**src/rtl/mem_arbiter.sv**
```systemverilog
// mem_arbiter: shares one physical-memory port between the I-cache miss path
// and the D-cache miss/writeback path. A winning request is latched, driven to
// pmem until pmem_resp, then answered with a one-cycle resp and line data.
//
// Ports:
//   clk, reset                      rising-edge clock, synchronous active-high reset
//   icache_read / icache_address    I-side line read request (level) and address
//   icache_rdata / icache_resp      I-side returned line and completion pulse
//   dcache_read / dcache_write      D-side read / writeback requests (level)
//   dcache_address / dcache_wdata   D-side line address and writeback data
//   dcache_rdata / dcache_resp      D-side returned line and completion pulse
//   pmem_read / pmem_write          memory strobes
//   pmem_address / pmem_wdata       memory address and write data
//   pmem_rdata / pmem_resp          memory read data and completion pulse
module mem_arbiter #(
    parameter int ADDR_WIDTH = 16,
    parameter int LINE_WIDTH = 128,
    parameter int FAIR       = 1
) (
    input  logic                  clk,
    input  logic                  reset,
    input  logic                  icache_read,
    input  logic [ADDR_WIDTH-1:0] icache_address,
    output logic [LINE_WIDTH-1:0] icache_rdata,
    output logic                  icache_resp,
    input  logic                  dcache_read,
    input  logic                  dcache_write,
    input  logic [ADDR_WIDTH-1:0] dcache_address,
    input  logic [LINE_WIDTH-1:0] dcache_wdata,
    output logic [LINE_WIDTH-1:0] dcache_rdata,
    output logic                  dcache_resp,
    output logic                  pmem_read,
    output logic                  pmem_write,
    output logic [ADDR_WIDTH-1:0] pmem_address,
    output logic [LINE_WIDTH-1:0] pmem_wdata,
    input  logic [LINE_WIDTH-1:0] pmem_rdata,
    input  logic                  pmem_resp
);

    typedef enum logic [1:0] {IDLE, BUSY_I, BUSY_D, RELEASE} state_t;

    state_t                r_state;
    logic                  r_last_d;      // last grant went to the D side
    logic                  r_op_write;
    logic                  r_pmem_read;
    logic                  r_pmem_write;
    logic                  r_icache_resp;
    logic                  r_dcache_resp;
    logic [ADDR_WIDTH-1:0] r_address;
    logic [LINE_WIDTH-1:0] r_wdata;
    logic [LINE_WIDTH-1:0] r_icache_rdata;
    logic [LINE_WIDTH-1:0] r_dcache_rdata;

    logic w_req_i;
    logic w_req_d;
    logic w_prefer_d;
    logic w_grant_i;
    logic w_grant_d;

    always_comb begin
        w_req_i    = icache_read;
        w_req_d    = dcache_read | dcache_write;
        // Tie-break: alternate away from the previous winner when fair,
        // otherwise the D side always wins.
        w_prefer_d = (FAIR != 0) ? ~r_last_d : 1'b1;
        w_grant_d  = w_req_d & (~w_req_i | w_prefer_d);
        w_grant_i  = w_req_i & ~w_grant_d;
    end

    always_ff @(posedge clk) begin
        if (reset) begin
            r_state        <= IDLE;
            r_last_d       <= 1'b0;
            r_op_write     <= 1'b0;
            r_pmem_read    <= 1'b0;
            r_pmem_write   <= 1'b0;
            r_icache_resp  <= 1'b0;
            r_dcache_resp  <= 1'b0;
            r_address      <= '0;
            r_wdata        <= '0;
            r_icache_rdata <= '0;
            r_dcache_rdata <= '0;
        end else begin
            r_icache_resp <= 1'b0;
            r_dcache_resp <= 1'b0;
            case (r_state)
                IDLE: begin
                    r_pmem_read  <= 1'b0;
                    r_pmem_write <= 1'b0;
                    if (w_grant_d) begin
                        // read+write together is treated as a writeback
                        r_state      <= BUSY_D;
                        r_last_d     <= 1'b1;
                        r_address    <= dcache_address;
                        r_wdata      <= dcache_wdata;
                        r_op_write   <= dcache_write;
                        r_pmem_read  <= ~dcache_write;
                        r_pmem_write <= dcache_write;
                    end else if (w_grant_i) begin
                        r_state      <= BUSY_I;
                        r_last_d     <= 1'b0;
                        r_address    <= icache_address;
                        r_op_write   <= 1'b0;
                        r_pmem_read  <= 1'b1;
                    end
                end
                BUSY_I: begin
                    if (pmem_resp) begin
                        r_icache_rdata <= pmem_rdata;
                        r_icache_resp  <= 1'b1;
                        r_pmem_read    <= 1'b0;
                        r_pmem_write   <= 1'b0;
                        r_state        <= RELEASE;
                    end
                end
                BUSY_D: begin
                    if (pmem_resp) begin
                        if (!r_op_write) begin
                            r_dcache_rdata <= pmem_rdata;
                        end
                        r_dcache_resp <= 1'b1;
                        r_pmem_read   <= 1'b0;
                        r_pmem_write  <= 1'b0;
                        r_state       <= RELEASE;
                    end
                end
                RELEASE: begin
                    r_state <= IDLE;
                end
                default: begin
                    r_state <= IDLE;
                end
            endcase
        end
    end

    assign icache_rdata = r_icache_rdata;
    assign icache_resp  = r_icache_resp;
    assign dcache_rdata = r_dcache_rdata;
    assign dcache_resp  = r_dcache_resp;
    assign pmem_read    = r_pmem_read;
    assign pmem_write   = r_pmem_write;
    assign pmem_address = r_address;
    assign pmem_wdata   = r_wdata;

endmodule

```
**config.mk**
```make
export PLATFORM = sky130hd
export DESIGN_NAME = mem_arbiter
export DESIGN_NICKNAME = d
export VERILOG_FILES = /design/src/rtl/mem_arbiter.sv
export SDC_FILE = /design/constraint.sdc
export NUM_CORES = 1
export LEC_CHECK = 0
export ABC_AREA = 1
export CORE_AREA = 4 4 272 274
export CTS_BUF_LIST = sky130_fd_sc_hd__clkbuf_4 sky130_fd_sc_hd__clkbuf_8
export CTS_CLUSTER_SIZE = 12
export DETAILED_ROUTE_END_ITERATION = 12
export DIE_AREA = 0 0 276 278
export PLACE_DENSITY = 0.44
export SETUP_SLACK_MARGIN = 0.05
export SYNTH_ARGS = -nofsm -noshare
export SYNTH_HDL_FRONTEND = slang
export SYNTH_SLANG_ARGS = --single-unit
```
**constraint.sdc**
```tcl
create_clock -name clk -period 3.1 [get_ports clk]
set_input_delay 0.62 -clock clk [delete_from_list [all_inputs] [get_ports clk]]
set_output_delay 0.62 -clock clk [all_outputs]
set_load 0.02 [all_outputs]
```
==> metrics.md, run 1 <==
| Metric | Value |
|---|---|
| Min cycle time layout | 2453 ps |
| Port bufs | 697 |
| CP Buf/Inv Count | 1 |
| Avg Vias per Cell | 4.375 |
| Power Internal | 12.77 mW |
| Die height | 278 um |
| Clock Tree Root | clkbuf_8 |
| R2R depth | 8 |
| TritonCTS clock tree | yes |
| Cell count of the worst hold path | 2 |
| Static Leakage | 9.146 nW |
| First-pass GRT wire length | 100.8 mm |
| FP Rows | 98 |
| Peak VDD IR | 609.7 uV |
| Critical Path, Cell by Cell | clkdlybuf4s50_1 |
| # hold bufs at CTS | 0 |
| Worst clock skew | 34.47 ps |
| Vias | 15417 |
| Net Sw Frac | 38.01% |
| Largest net degree at the start of global routing | 136 |
| Mapped cell area | 0.01480 sq mm |
| Die Span X | 276 um |
| MaxCap Viol Count | 0 |
| Maximum root-to-sink buffer count | 3 |
| Crit share post-route | 79.14% |
| Die Area | 0.07673 sq mm |
| PwrDens | 854.8 mW/mm^2 |
| Layout Utilization | 33.78% |
| Remaining global-route overflow | 0 |
| CP Class | reg -> out |
| Slowest stage cell, crit path | clkdlybuf4s50_1 |
| Setup TNS after final layout | 0 ps |
| CP Max Fanout | 2 |
| Slew margin rel. | 52.13% |
| Layout cell share with drive strength beyond 1 | 6.340% |
| Nets@finish | 2823 |
| Worst-margin pin slew | 718.1 ps |
| Clock sinks | 408 |
| Crit. End Element | output pin |
| Syn Area/Cell | 7.832 sq um |
| H-tree levels | 3 |
| Initial antenna violation count | 9 |
| Later-pin clock latency in the skew report | 660 ps |
| WL per Instance | 19.29 um |
| Worst Setup Start Kind | flip-flop |
| Top-Level Pins | 698 |
| Total track usage | 16.89% |
| Post-DRT Antenna Nets | 0 |
| Placeable Area | 0.07136 sq mm |
| Reg power frac | 34.2% |
| R2R setup slack | 1180 ps |
| Hold_sp | pmem_wdata[9] |
| Final GP Congestion | 0.8110 |
| Max incr delay on CP | 870 ps |
| Hold EP | pmem_wdata[9] |
| Iteration count of the initial detailed-routing pass | 6 |
| Drt initial violations | 907 |
| Net Sw Power | 7.832 mW |
| #FFs+latches synth | 408 |
| Yosys cell types | 20 |
| Area grow syn2layout | 62.94% |
| Final setup fails | 0 |
| Sequential share of the synthesized area | 55.21% |
| Postcts setup bufs | 0 |
| # fillers | 7526 |
| Arr. time, crit path | 1830 ps |
| Post-DP HPWL | 48.09 mm |
| R2r startpoint | r_state[0] |
| RSZ-0062 raised after global routing | no |
| Reg2Reg Capture Point | dcache_rdata[122] |
| Cts bufs inserted | 79 |
| Min-Delay Path Class | reg -> reg |
| Initial core utilization | 20.73% |
| Clk pwr share | 26.0% |
| Max-slew violation count | 0 |
| Outcome | complete, no violations |
| Fmax achieved | 407.6 MHz |
| WP data required | 2480 ps |
| Vias in the first global route | 15389 |
| DRC Markers | 0 |
| Crit-path leading delay family | buffers and inverters |
| Comb power frac | 39.8% |
| Post-Route WL | 67.98 mm |
| Fin Hold WS | 458.0 ps |
| Cells after Synth | 1889 |
| Final Hold Viols | 0 |
| Yosys warns | 0 |
| Synthesized Nets | 2186 |
| Post-CTS Resized | 0 |
| Clock Pin Slew Worst Setup and Hold Paths | 50 ps |
[Yosys cell counts, drive strengths merged]
cell	number	area [sq um]
a21oi	134	674.4
buf	100	550.5
clkbuf	64	242.7
dfxtp	408	8168
ha	3	37.54
inv	28	105.1
nand2	178	675.7
nand3	4	25.02
nand4	130	813.3
nor2	566	2132
o21ai	274	1371
[layer usage]
metal  GRT usage [%]  vias up  share of wire [%]
met5               0        -              0.040
met1           19.19     7155                 39
met2           28.54      628                 48
met4           6.197        4                3.1
met3           6.996      116                9.8
li1                -     7514                  -
[area by class of cell]
cell class	instances	area (sq um)	share of cell area, %
sequential	408	8168	33.88
multi-input combinational	1289	5767	23.92
antenna	3	7.507	0.03114
clock inverter	8	85.08	0.3529
clock buffer	118	1455	6.036
timing repair buffer	720	7322	30.37
tap	950	1189	4.930
inverter	28	115.1	0.4775
[cells by family (layout without fill, tap and decap cells)]
group,after synthesis,count (layout),synth area share [%]
AO/OA/AOI/OAI,408,408,13.83
adder cells (fa/ha/maj),3,3,0.2537
buffers and inverters,192,874,6.072
flip-flops,408,408,55.21
other,0,3,0
AND/OR/NAND/NOR,878,878,24.64
[how the worst max path moves through the flow]
stage | from | to | cells past startpoint | slack (ps)
floorplan | reset | pmem_wdata[49] | 4 | 1670
global placement | dcache_write | pmem_wdata[80] | 7 | 590
detailed placement | pmem_resp | dcache_rdata[122] | 7 | 500
CTS | pmem_wdata[99] | pmem_wdata[99] | 1 | 530
global route | pmem_wdata[99] | pmem_wdata[99] | 1 | 500
finish | pmem_wdata[99] | pmem_wdata[99] | 1 | 650
[power groups by stage]
stage,Combinational [mW],Sequential [mW],Clock [mW]
after CTS,8.35,7.06,5.60
after global routing,8.87,7.19,5.83
final,8.20,7.05,5.36
after floorplan,2.93,8.46,0
after detailed placement,8.32,7.14,0
after global placement,8.29,7.12,0
[state kept, by name, indices dropped and copies added, names as in the netlist]
signal        cells
dcache_rdata    128
dcache_resp       1
icache_rdata    128
icache_resp       1
pmem_address     16
pmem_read         1
pmem_wdata      128
pmem_write        1
r_last_d          1
r_op_write        1
r_state           2
[cells in the final DEF (no fill, tap or decap), drive strengths merged]
| cell | synthesis | final |
|---|---|---|
| clkdlybuf4s50 | 0 | 696 |
| nor2 | 566 | 566 |
| dfxtp | 408 | 408 |
| o21ai | 274 | 274 |
| nand2 | 178 | 178 |
| a21oi | 134 | 134 |
| nand4 | 130 | 130 |
| clkbuf | 64 | 118 |
| inv | 28 | 32 |
| buf | 100 | 24 |
| nand3 | 4 | 4 |
| diode | 0 | 3 |
| ha | 3 | 3 |
| clkinv | 0 | 3 |
| clkinvlp | 0 | 1 |
[metrics by stage]
stage	instances	instance area, sq um	setup WS (ps)	total power, mW
global placement	3395	22560	587.1	15.41
global route	3523	24110	498.4	21.89
finish	3524	24110	646.7	20.61
floorplan	1889	14800	1673	11.40
detailed placement	3395	22560	498.6	15.47
CTS	3521	24100	530.5	21.01
Note: power is estimated with default switching activity, not from simulation.
==> run 2: changes to the inputs <==
- CORE_AREA: 4 4 272 274 -> 4 4 273 275
- DIE_AREA: 0 0 276 278 -> 0 0 277 279
- clock period: 3.1 -> 2.4 ns (I/O delays scaled with it)
==> run 2 against run 1 <==
  * Highest routed layer unchanged
  * Largest cell class unchanged
  * Power increased by 32%
  * Utilization increased by 0.084 points
  * Largest power group unchanged
  * Die area increased by 0.72%
  * Flip-flop and latch count unchanged
==> metrics.md, run 2 (same netlist as run 1, synthesis figures left out) <==
| Metric | Value |
|---|---|
| Clock Pin Slew Worst Setup and Hold Paths | 70 ps (+20 ps) |
| Remaining global-route overflow | 0 (unchanged) |
| PwrDens | 1113 mW/mm^2 (+30%) |
| Post-DP HPWL | 49.27 mm (+2.5%) |
| Initial antenna violation count | 19 (+10) |
| Worst Setup Start Kind | flip-flop |
| RSZ-0062 raised after global routing | no |
| Reg power frac | 33.4% (-0.8 points) |
| Slew margin rel. | 47.92% (-4.2 points) |
| Peak VDD IR | 533.2 uV (-13%) |
| Total track usage | 16.73% (-0.16 points) |
| MaxCap Viol Count | 0 (unchanged) |
| DRC Markers | 0 (unchanged) |
| Post-Route WL | 67.90 mm (-0.12%) |
| Final GP Congestion | 0.7827 (-3.5%) |
| WP data required | 1920 ps (-560 ps) |
| Nets@finish | 2843 (+0.71%) |
| Maximum root-to-sink buffer count | 3 (unchanged) |
| Final Hold Viols | 0 (unchanged) |
| Layout Utilization | 33.87% (+0.084 points) |
| Comb power frac | 39.1% (-0.7 points) |
| Vias | 15413 (-0.026%) |
| Worst-margin pin slew | 781.2 ps (+63.07 ps) |
| Top-Level Pins | 698 (unchanged) |
| Min cycle time layout | 2184 ps |
| Later-pin clock latency in the skew report | 650 ps (about the same) |
| First-pass GRT wire length | 99.88 mm (-0.88%) |
| Max incr delay on CP | 660 ps (-210 ps) |
| Fmax achieved | 457.9 MHz |
| Port bufs | 697 (unchanged) |
| Drt initial violations | 596 (-34%) |
| CP Max Fanout | 2 (unchanged) |
| # hold bufs at CTS | 0 (unchanged) |
| Cts bufs inserted | 80 (+1.3%) |
| Outcome | complete, no violations |
| Net Sw Power | 10.15 mW (+30%) |
| Crit. End Element | output pin |
| Post-DRT Antenna Nets | 0 (unchanged) |
| Worst clock skew | 33.89 ps (-0.5792 ps) |
| # fillers | 7639 (+1.5%) |
| Crit share post-route | 91.00% |
| Post-place setup slack | 277.6 ps (-221.0 ps) |
| Fin Hold WS | 262.1 ps (-195.9 ps) |
| Final setup fails | 0 (unchanged) |
| Most common cell after layout, fill and taps aside | clkdlybuf4s50_1 |
| Critical Path, Cell by Cell | clkdlybuf4s50_1 |
| Arr. time, crit path | 1700 ps (-130 ps) |
| CP Buf/Inv Count | 1 (unchanged) |
| Placeable Area | 0.07234 sq mm (+1.4%) |
| Routing usage on met3 | 8.512% (+1.5 points) |
| Layout cell share with drive strength beyond 1 | 7.604% (+1.3 points) |
| Met2 Use GR | 28.09% (-0.45 points) |
| Setup TNS after final layout | 0 ps (unchanged) |
| Vias in the first global route | 15327 (-0.40%) |
| Max-slew violation count | 0 (unchanged) |
| Gr busiest metal | met2 |
| Clk pwr share | 27.5% (+1.5 points) |
| H-tree levels | 3 (unchanged) |
| Total power | 27.26 mW (+32%) |
| FP Rows | 99 (+1.0%) |
| Area grow syn2layout | 65.58% |
| Net Sw Frac | 37.23% (-0.77 points) |
| Crit-path leading delay family | buffers and inverters |
| Avg Vias per Cell | 4.320 (-1.3%) |
| Die Span X | 277 um (+0.36%) |
| Die height | 279 um (+0.36%) |
| R2R setup slack | 630 ps (-550 ps) |
| Largest net degree at the start of global routing | 136 (unchanged) |
| Clock Tree Root | clkbuf_8 |
| Slowest stage cell, crit path | clkdlybuf4s50_1 |
| Static Leakage | 9.385 nW (+2.6%) |
| Most frequent cells in the layout | clkdlybuf4s50_1, nor2_1, dfxtp_1, o21ai_0, nand2_1 |
| Postcts setup bufs | 0 (unchanged) |
| Die Area | 0.07728 sq mm (+0.72%) |
| Setup slack after layout | 216.0 ps (-430.7 ps) |
| CP Class | reg -> out |
| Initial core utilization | 20.45% (-0.28 points) |
| TritonCTS clock tree | yes |
| Iteration count of the initial detailed-routing pass | 4 (-2) |
| Clock sinks | 408 (unchanged) |
| Min-Delay Path Class | in -> reg |
| WL per Instance | 19.03 um (-1.4%) |
| Power Internal | 17.11 mW (+34%) |
| Met1 GRT Util | 18.13% (-1.1 points) |
run 2: power groups by stage:
stage	logic (mW)	registers [mW]	clock network [mW]
final	10.7	9.10	7.49
after floorplan	3.79	10.9	0
after CTS	10.9	9.12	7.81
after global placement	10.8	9.19	0
after global routing	11.6	9.29	8.11
after detailed placement	10.9	9.24	0
run 2: final timing paths:
path	cells past startpoint	to	start
hold reg to reg	2	pmem_wdata[86]	pmem_wdata[86]
hold / removal	4	r_state[1]	reset
setup / recovery	1	pmem_wdata[117]	pmem_wdata[117]
setup reg to reg	9	dcache_rdata[51]	r_state[0]
run 2: layout make-up:
class                      instances  area (sq um)  area share [%]
inverter                          28         115.1          0.4699
clock inverter                    10         120.1          0.4903
clock buffer                     130          1583           6.461
tap                              959          1200           4.898
multi-input combinational       1289          5767           23.54
timing repair buffer             739          7533           30.75
antenna                            5         12.51         0.05107
sequential                       408          8168           33.34
run 2: per-stage QoR:
step | cell area (sq um) | instances
finish | 24500 | 3568
global route | 24490 | 3565
CTS | 24480 | 3563
detailed placement | 22780 | 3423
global placement | 22780 | 3423
floorplan | 14800 | 1889
run 2: per-layer routing:
layer	up-vias	wire length (um)
li1	7579	-
met3	124	7597
met4	18	2139
met5	-	115
met2	632	32160
met1	7060	25890
run 2: timing repair:
action,CTS,global route
gates cloned,0,0
endpoints found under the setup margin,3,1
gates resized for setup,3,1
